===== config.mk =====
export PLATFORM = sky130hd
export DESIGN_NAME = eq_tracker
export DESIGN_NICKNAME = d
export VERILOG_FILES = /design/src/rtl/eq_pkg.sv /design/src/rtl/eq_cmp.sv /design/src/rtl/eq_tracker.sv
export SDC_FILE = /design/constraint.sdc
export NUM_CORES = 1
export LEC_CHECK = 0
export BUFFER_PORTS_ARGS = -buffer_cell sky130_fd_sc_hd__buf_2
export CAP_MARGIN = 10
export CORE_MARGIN = 2
export CORE_UTILIZATION = 37
export CTS_BUF_LIST = sky130_fd_sc_hd__clkbuf_4
export CTS_CLUSTER_SIZE = 12
export DETAILED_ROUTE_END_ITERATION = 6
export PLACE_DENSITY = 0.67
export SYNTH_ARGS = -nofsm -noshare
export SYNTH_HDL_FRONTEND = slang
export SYNTH_SLANG_ARGS = --single-unit

===== constraint.sdc =====
create_clock -name clk -period 4.4 [get_ports clk]
set_clock_uncertainty 0.1 [all_clocks]
set_input_delay 0 -clock clk [delete_from_list [all_inputs] [get_ports clk]]
set_output_delay 0 -clock clk [all_outputs]
set_load 0.01 [all_outputs]

===== src/rtl/eq_pkg.sv =====
// Shared mode encodings and run-tracker state type for the eq_tracker slice.
package eq_pkg;

    typedef enum logic [1:0] {
        MODE_EQ = 2'b00,
        MODE_NE = 2'b01,
        MODE_LT = 2'b10,
        MODE_GT = 2'b11
    } mode_e;

    typedef enum logic [1:0] {
        ST_IDLE = 2'b00,
        ST_RUN  = 2'b01,
        ST_HIT  = 2'b10
    } run_state_e;

endpackage


===== src/rtl/eq_cmp.sv =====
// Stateless operand comparator: equality, inequality and unsigned magnitude compares.
module eq_cmp
    import eq_pkg::*;
#(
    parameter int unsigned WIDTH = 8
) (
    input  logic [WIDTH-1:0] a,
    input  logic [WIDTH-1:0] b,
    input  logic [1:0]       mode,
    output logic             hit_c
);

    logic eq_c;

    assign eq_c = &(a ~^ b);

    always_comb begin
        hit_c = 1'b0;
        case (mode_e'(mode))
            MODE_EQ: hit_c = eq_c;
            MODE_NE: hit_c = ~eq_c;
            MODE_LT: hit_c = (a < b);
            MODE_GT: hit_c = (a > b);
            default: hit_c = 1'b0;
        endcase
    end

endmodule


===== src/rtl/eq_tracker.sv =====
// Registers per-sample compare results, counts matches with saturation and
// flags runs of RUN_LEN consecutive true results.
module eq_tracker
    import eq_pkg::*;
#(
    parameter int unsigned WIDTH   = 8,
    parameter int unsigned CNT_W   = 8,
    parameter int unsigned RUN_LEN = 4
) (
    input  logic             clk,
    input  logic             reset,
    input  logic             in_valid,
    input  logic [WIDTH-1:0] a,
    input  logic [WIDTH-1:0] b,
    input  logic [1:0]       mode,
    input  logic             clear,
    output logic             out_valid,
    output logic             result,
    output logic [CNT_W-1:0] match_count,
    output logic             run_hit,
    output logic             sat
);

    localparam logic [CNT_W-1:0] CNT_MAX   = '1;
    localparam logic [CNT_W-1:0] RUN_LEN_C = CNT_W'(RUN_LEN);
    localparam logic [CNT_W-1:0] CNT_ONE   = CNT_W'(1);

    logic             hit_c;
    logic             out_valid_q, out_valid_d;
    logic             result_q, result_d;
    logic [CNT_W-1:0] match_count_q, match_count_d;
    logic             sat_q, sat_d;
    logic             run_hit_q, run_hit_d;
    logic [CNT_W-1:0] run_cnt_q, run_cnt_d;
    run_state_e       state_q, state_d;

    eq_cmp #(.WIDTH(WIDTH)) u_cmp (
        .a     (a),
        .b     (b),
        .mode  (mode),
        .hit_c (hit_c)
    );

    // Next-state: clear wins over counting, but the sample is still compared and output.
    always_comb begin
        out_valid_d   = in_valid;
        result_d      = result_q;
        match_count_d = match_count_q;
        sat_d         = sat_q;
        run_cnt_d     = run_cnt_q;
        state_d       = state_q;

        if (in_valid) begin
            result_d = hit_c;
        end

        if (clear) begin
            match_count_d = '0;
            sat_d         = 1'b0;
            run_cnt_d     = '0;
            state_d       = ST_IDLE;
        end else if (in_valid) begin
            if (hit_c && (match_count_q != CNT_MAX)) begin
                match_count_d = match_count_q + CNT_ONE;
            end
            sat_d = sat_q | (match_count_d == CNT_MAX);

            case (state_q)
                ST_IDLE: begin
                    if (hit_c) begin
                        run_cnt_d = CNT_ONE;
                        state_d   = (RUN_LEN_C == CNT_ONE) ? ST_HIT : ST_RUN;
                    end else begin
                        run_cnt_d = '0;
                    end
                end
                ST_RUN: begin
                    if (hit_c) begin
                        run_cnt_d = run_cnt_q + CNT_ONE;
                        if ((run_cnt_q + CNT_ONE) == RUN_LEN_C) begin
                            state_d = ST_HIT;
                        end
                    end else begin
                        run_cnt_d = '0;
                        state_d   = ST_IDLE;
                    end
                end
                ST_HIT: begin
                    if (!hit_c) begin
                        run_cnt_d = '0;
                        state_d   = ST_IDLE;
                    end
                end
                default: begin
                    run_cnt_d = '0;
                    state_d   = ST_IDLE;
                end
            endcase
        end

        run_hit_d = (state_d == ST_HIT);
    end

    always_ff @(posedge clk) begin
        if (reset) begin
            out_valid_q   <= 1'b0;
            result_q      <= 1'b0;
            match_count_q <= '0;
            sat_q         <= 1'b0;
            run_hit_q     <= 1'b0;
            run_cnt_q     <= '0;
            state_q       <= ST_IDLE;
        end else begin
            out_valid_q   <= out_valid_d;
            result_q      <= result_d;
            match_count_q <= match_count_d;
            sat_q         <= sat_d;
            run_hit_q     <= run_hit_d;
            run_cnt_q     <= run_cnt_d;
            state_q       <= state_d;
        end
    end

    assign out_valid   = out_valid_q;
    assign result      = result_q;
    assign match_count = match_count_q;
    assign run_hit     = run_hit_q;
    assign sat         = sat_q;

endmodule


# Word-level counts from Yosys, hierarchy flattened
# Cells that the tools add are included.
[word_totals]
in_bits = 22
reg_bits = 22
[classes]
magnitude_cmp = 2
n_reduce_logical = 6
muxes = 15
bitwise_logic = 3
n_eq_ne = 10
add_sub_neg = 2
[op_table]
columns = ["cell", "count"]
rows = [
  ["$mux W8", 5],
  ["$pmux W8 S3", 1],
  ["$add A8 B1 Y8 const B", 2],
  ["$mux W2", 6],
  ["$eq A2 B2 Y1 const B", 4],
  ["$eq A8 B3 Y1 const B", 1],
  ["$eq A8 B8 Y1 const B", 1],
  ["$gt A8 B8 Y1", 1],
  ["$lt A8 B8 Y1", 1],
  ["$ne A8 B8 Y1 const B", 1],
  ["$reduce_and A8 Y1", 1],
  ["$xnor A8 B8 Y8", 1],
  ["$pmux W2 S3", 1],
  ["$eq A2 B1 Y1 const B", 2],
  ["$logic_not A2 Y1", 2],
  ["$pmux W1 S4", 1],
  ["$ne A2 B2 Y1 const B", 1],
  ["$reduce_and A2 Y1", 1],
  ["$reduce_or A2 Y1", 1],
  ["$logic_and A1 B1 Y1", 1],
  ["$mux W1", 1],
  ["$not A1 Y1", 1],
  ["$or A1 B1 Y1", 1],
]

# Logic depth before layout (Yosys ltp)
[logic_depth]
word_depth = 10
mapped_depth = 10
depth_no_buf = 9

# Hierarchy
# Synthesis repeated with hierarchy kept, for this count alone.
[hier_totals]
hier_cells = 174
area_unflattened_um2 = 1421.4
[by_module_without_submodules]
columns = ["module", "cells_each", "n_inst", "area_per_inst_um2"]
rows = [
  ["eq_tracker", 141, 1, 1186.1],
  ["eq_cmp", 33, 1, 235.2],
]

# Worst setup path after synthesis
# No wires, ideal clock.
[synth_path]
path_kind = "flip-flop to flip-flop"
from = "register match_count_q[0] (netlist: match_count[0])"
to = "register sat_q (netlist: sat)"
arrival_time_ps = 1688
n_path_buf = 0
setup_ps = 131
synth_period_minus_slack_ps = 1918
path_stages_with_launch = 8
path_slack_ps = 2482
required_time_ps = 4169
cell_sequence = "dfxtp_1 -> ha_1 -> and3_1 -> nand3_1 -> nand2_2 -> nor2_1 -> a21boi_0 -> a221oi_2"
[synth_between]
elab_chain_len = 7
word_cells_on_any_way = 8
cone_classes = "add/sub (1); eq/ne (2); mux (3); bitwise (1); reduce/logical (1)"
[synth_rtl]
columns = ["item", "line", "rtl"]
rows = [
  ["start: declaration", "eq_tracker.sv:31", "logic [CNT_W-1:0] match_count_q, match_count_d;"],
  ["start signal: assignment", "eq_tracker.sv:116", "match_count_q <= match_count_d;"],
  ["parallel branches: the longest is 2 deep, another holds $add A8 B1 Y8", "--", ""],
  ["$mux W8 *", "eq_tracker.sv:63", "if (hit_c && (match_count_q != CNT_MAX)) begin"],
  ["$mux W8 *", "eq_tracker.sv:62", "end else if (in_valid) begin"],
  ["$mux W8 *", "eq_tracker.sv:57", "if (clear) begin"],
  ["$eq A8 B8 Y1 *", "eq_tracker.sv:66", "sat_d = sat_q | (match_count_d == CNT_MAX);"],
  ["$or A1 B1 Y1 *", "eq_tracker.sv:66", ""],
  ["end signal: assignment", "eq_tracker.sv:117", "sat_q <= sat_d;"],
  ["end: declaration", "eq_tracker.sv:32", "logic sat_q, sat_d;"],
]
# Mark *: on every way between the ends. The select of a mux whose other input is x is not followed.
# A chain may end at the register's enable or synchronous reset.

# Final worst setup path
[layout_path]
from = "input port a[1]"
to = "register sat_q (netlist: sat)"
[layout_between]
elab_chain_len = 10
word_cells_on_any_way = 12
cone_classes = "order compare (2); eq/ne (1); mux (4); bitwise (3); reduce/logical (2)"
[layout_rtl]
columns = ["item", "line", "rtl"]
rows = [
  ["start: declaration", "eq_tracker.sv:13", "input logic [WIDTH-1:0] a,"],
  ["parallel branches: the longest is 3 deep, another holds $gt A8 B8 Y1", "--", ""],
  ["$pmux W1 S4 *", "eq_cmp.sv:19", "case (mode_e'(mode))"],
  ["$logic_and A1 B1 Y1 *", "eq_tracker.sv:63", ""],
  ["$mux W8 *", "eq_tracker.sv:63", ""],
  ["$mux W8 *", "eq_tracker.sv:62", ""],
  ["$mux W8 *", "eq_tracker.sv:57", ""],
  ["$eq A8 B8 Y1 *", "eq_tracker.sv:66", ""],
  ["$or A1 B1 Y1 *", "eq_tracker.sv:66", ""],
]
# Marked as above.

==> results.sh <==
export IMPL_maxCapViolations=0
export IMPL_yosys_top_cells_count="dfxtp_1 (22), inv_1 (16), nor2_1 (15)"
export IMPL_syn_nets=212
export IMPL_core_area_um2=4029
export IMPL_ys_seq_area_share_pct=28.30
export IMPL_synth_xor_area_share_pct=3.939
export IMPL_switching_power_mw=0.1114
export IMPL_switching_share_pct=25.62
export IMPL_synth_seq_cells=22
export IMPL_grtUsageTotal_pct=14.41
export IMPL_cts_sinks=22
export IMPL_yosys_area_top_type_share_pct=28.30
export IMPL_grt_util_met3_pct=1.623
export IMPL_cts_buffer_depth=2
export IMPL_leakage_nw=0.7600
export IMPL_yosysUniqueCellTypes=46
export IMPL_outcome="finished, final reports clean"
export IMPL_setup_viol=0
export IMPL_synthCells=180
export IMPL_synthSimpleGateAreaFrac_pct=31.35
export IMPL_ys_flop_type="dfxtp_1"
export IMPL_final_nets=248
export IMPL_cp_arrival_ns=2.51
export IMPL_finalNonFillerCells=265
export IMPL_grt_ovfl_total=0
export IMPL_synth_top_family_by_area="simple AND/OR/NAND/NOR gates"
export IMPL_muxShareOfSynthArea_pct=0.6431
export IMPL_max_slew_margin_rel_pct=22.72
export IMPL_boundaryPins=34
export IMPL_numCtsBuffers=3
export IMPL_worstMarginPinSlew_ns=1.156
export IMPL_clock_power_share_pct=36.6
export IMPL_wire_per_inst_um=12.32
export IMPL_gp_congestion=0.8525
export IMPL_ys_warnings_count=0
export IMPL_area_delta_synth_final_pct=18.25
export IMPL_timing_setup_tns_ns=0
export IMPL_combPwrFrac_pct=16.4
export IMPL_seqPwrFrac_pct=47.0
export IMPL_firstDrtPassIters=4
export IMPL_post_place_cells=258
export IMPL_synth_compound_area_share_pct=21.70
export IMPL_die_area_um2=4742
export IMPL_max_freq_mhz=418.9
export IMPL_grt_pass1_vias=1182
export IMPL_place_area_um2=1758
export IMPL_worstHoldPathType="input pin to register"
export IMPL_fin_crit_ns=2.387
export IMPL_rsz0062_at_grt="no"
export IMPL_path_clk_slew_ns=0.15
export IMPL_cts_tree="done"
export IMPL_async_reset_ff_share_pct=0
export IMPL_top_usage_layer="met2"
export IMPL_first_iter_violations=80
export IMPL_grt_pass1_wl_um=5285
export IMPL_hpwl_um=2399
export IMPL_hold_viol_final=0
export IMPL_std_cell_rows=23
export IMPL_final_period_utilization_pct=54.25
export IMPL_die_h_um=68.86
export IMPL_yosysTopAreaCell="dfxtp_1"
export IMPL_syn_area_per_cell_um2=8.647
export IMPL_crit_fanout=23
export IMPL_synthAdderAreaFrac_pct=8.039
export IMPL_grt_max_degree=24
export IMPL_drive_gt1_share_pct=24.19
export IMPL_gr_usage_met2_pct=22.24
export IMPL_power_density_nw_per_um2=236.4
export IMPL_io_buffers=33
export IMPL_grtUsageMet1_pct=20.95
export IMPL_cp_start_kind="input pin"
export IMPL_postRouteAntennaNets=0
export IMPL_final_cell_area_um2=1841
export IMPL_root_buffer="clkbuf_4"
export IMPL_vias_per_cell=5.340
export IMPL_via_count=1415
export IMPL_n_antenna_cell=0
export IMPL_cts_max_level=1
export IMPL_start_util_pct=38.63
export IMPL_drc=0
export IMPL_drt_total_wl_um=3265
export IMPL_ys_top_cells_by_area="dfxtp_1 (28%), ha_1 (8.0%), xnor2_1 (3.9%)"
export IMPL_synth_area_um2=1556
export IMPL_internal_power_mw=0.3236
export IMPL_cts_resized=0
export IMPL_synth_edf_count=0
export IMPL_antenna_found_initial=0
export IMPL_ir_drop_v=0.0001324
export IMPL_clock_latency_ns=0.32
export IMPL_die_width_um=68.86
export IMPL_cp_required_ns=4.52
export IMPL_path_class="input pin to register"
export IMPL_slew_viol_final=0
export IMPL_synth_most_common_cell="dfxtp_1"
export IMPL_crit_path_end_kind="register"
## cell type report
type,count,area (um^2)
Clock buffer,3,22.52
Clock inverter,1,30.03
Fill cell,401,2188
Inverter,16,60.06
Multi-Input combinational cell,137,1030
Sequential cell,22,440.4
Tap cell,50,62.56
Timing Repair Buffer,36,195.2
## flip-flops by register name, indices dropped and copies added, names as in the netlist
name	count
run_cnt_q	8
result	1
sat	1
out_valid	1
match_count	8
run_hit	1
state_q	2
## through the flow
step / hold slack (ns) / power, mW / setup slack [ns] / util [%]
finish: 0.0004576 / 0.4350 / 2.013 / 45.68
global route: 0.01729 / 0.4552 / 1.810 / 45.68
CTS: 0.002673 / 0.4410 / 1.994 / 45.68
detailed placement: 0.1076 / 0.2786 / 1.640 / 43.63
global placement: 0.1023 / 0.2777 / 1.717 / 43.63
floorplan: -0.02839 / 0.2599 / 2.482 / -
## layout by cell type, fill, tap and decap left out, types with 3 or more instances in the layout
cell type,synthesis,layout
buf_2,0,33
dfxtp_1,22,22
inv_1,16,16
nor2_1,15,15
nand3_1,11,11
ha_1,10,10
and3_1,9,9
nand2_1,9,9
xnor2_1,7,7
a21oi_1,6,6
o31ai_1,6,6
a32oi_1,5,5
o21ai_0,5,5
nor3_1,5,5
a21o_1,4,4
nor4b_1,4,4
nand2b_1,3,3
a211oi_1,3,3
clkbuf_4,0,3
dlygate4sd3_1,0,3
## power groups by stage
stage                     Sequential (mW)  Clock [mW]  Combinational (mW)
after global routing                0.205       0.169              0.0808
final                               0.205       0.159              0.0713
after CTS                           0.205       0.164              0.0721
after floorplan                     0.209           0              0.0508
after global placement              0.209           0              0.0688
after detailed placement            0.209           0              0.0697
## cell families after synthesis
logic type	Yosys count
buf+inv	21
xor+xnor	7
compound gates	43
fa+ha+maj	10
mux	1
flops	22
simple gates	76
## path summary, 6_finish.rpt
check                              startpoint  cells after the start  slack (ns)                     to
setup / recovery                         a[1]                      9        2.01       sat$_SDFFE_PP0P_
hold / removal                          clear                      3      0.0005  state_q[1]$_SDFF_PP0_
setup reg to reg  match_count[0]$_SDFFE_PP0P_                      7        2.16       sat$_SDFFE_PP0P_
hold reg to reg           result$_SDFFE_PP0P_                      2        0.41    result$_SDFFE_PP0P_
## layer usage
metal	part of all wire (%)	vias to the layer above
met5	0	-
met4	0	0
met3	6.3	0
met2	45	40
met1	49	635
li1	-	740
## critical path, cell delays in order
cell and delay (ns):
buf_2 0.10, ha_1 0.31, nor2b_4 0.14, o31ai_2 0.22, a311oi_1 0.18, a211oi_4 0.91
nor2_1 0.27, a21boi_0 0.29, a221oi_2 0.08
## timing repair
item	in CTS	in global routing
buffers inserted	0	0
hold buffers	3	0
hold endpoints to repair	3	0
Power figures use the tool's default switching activity.
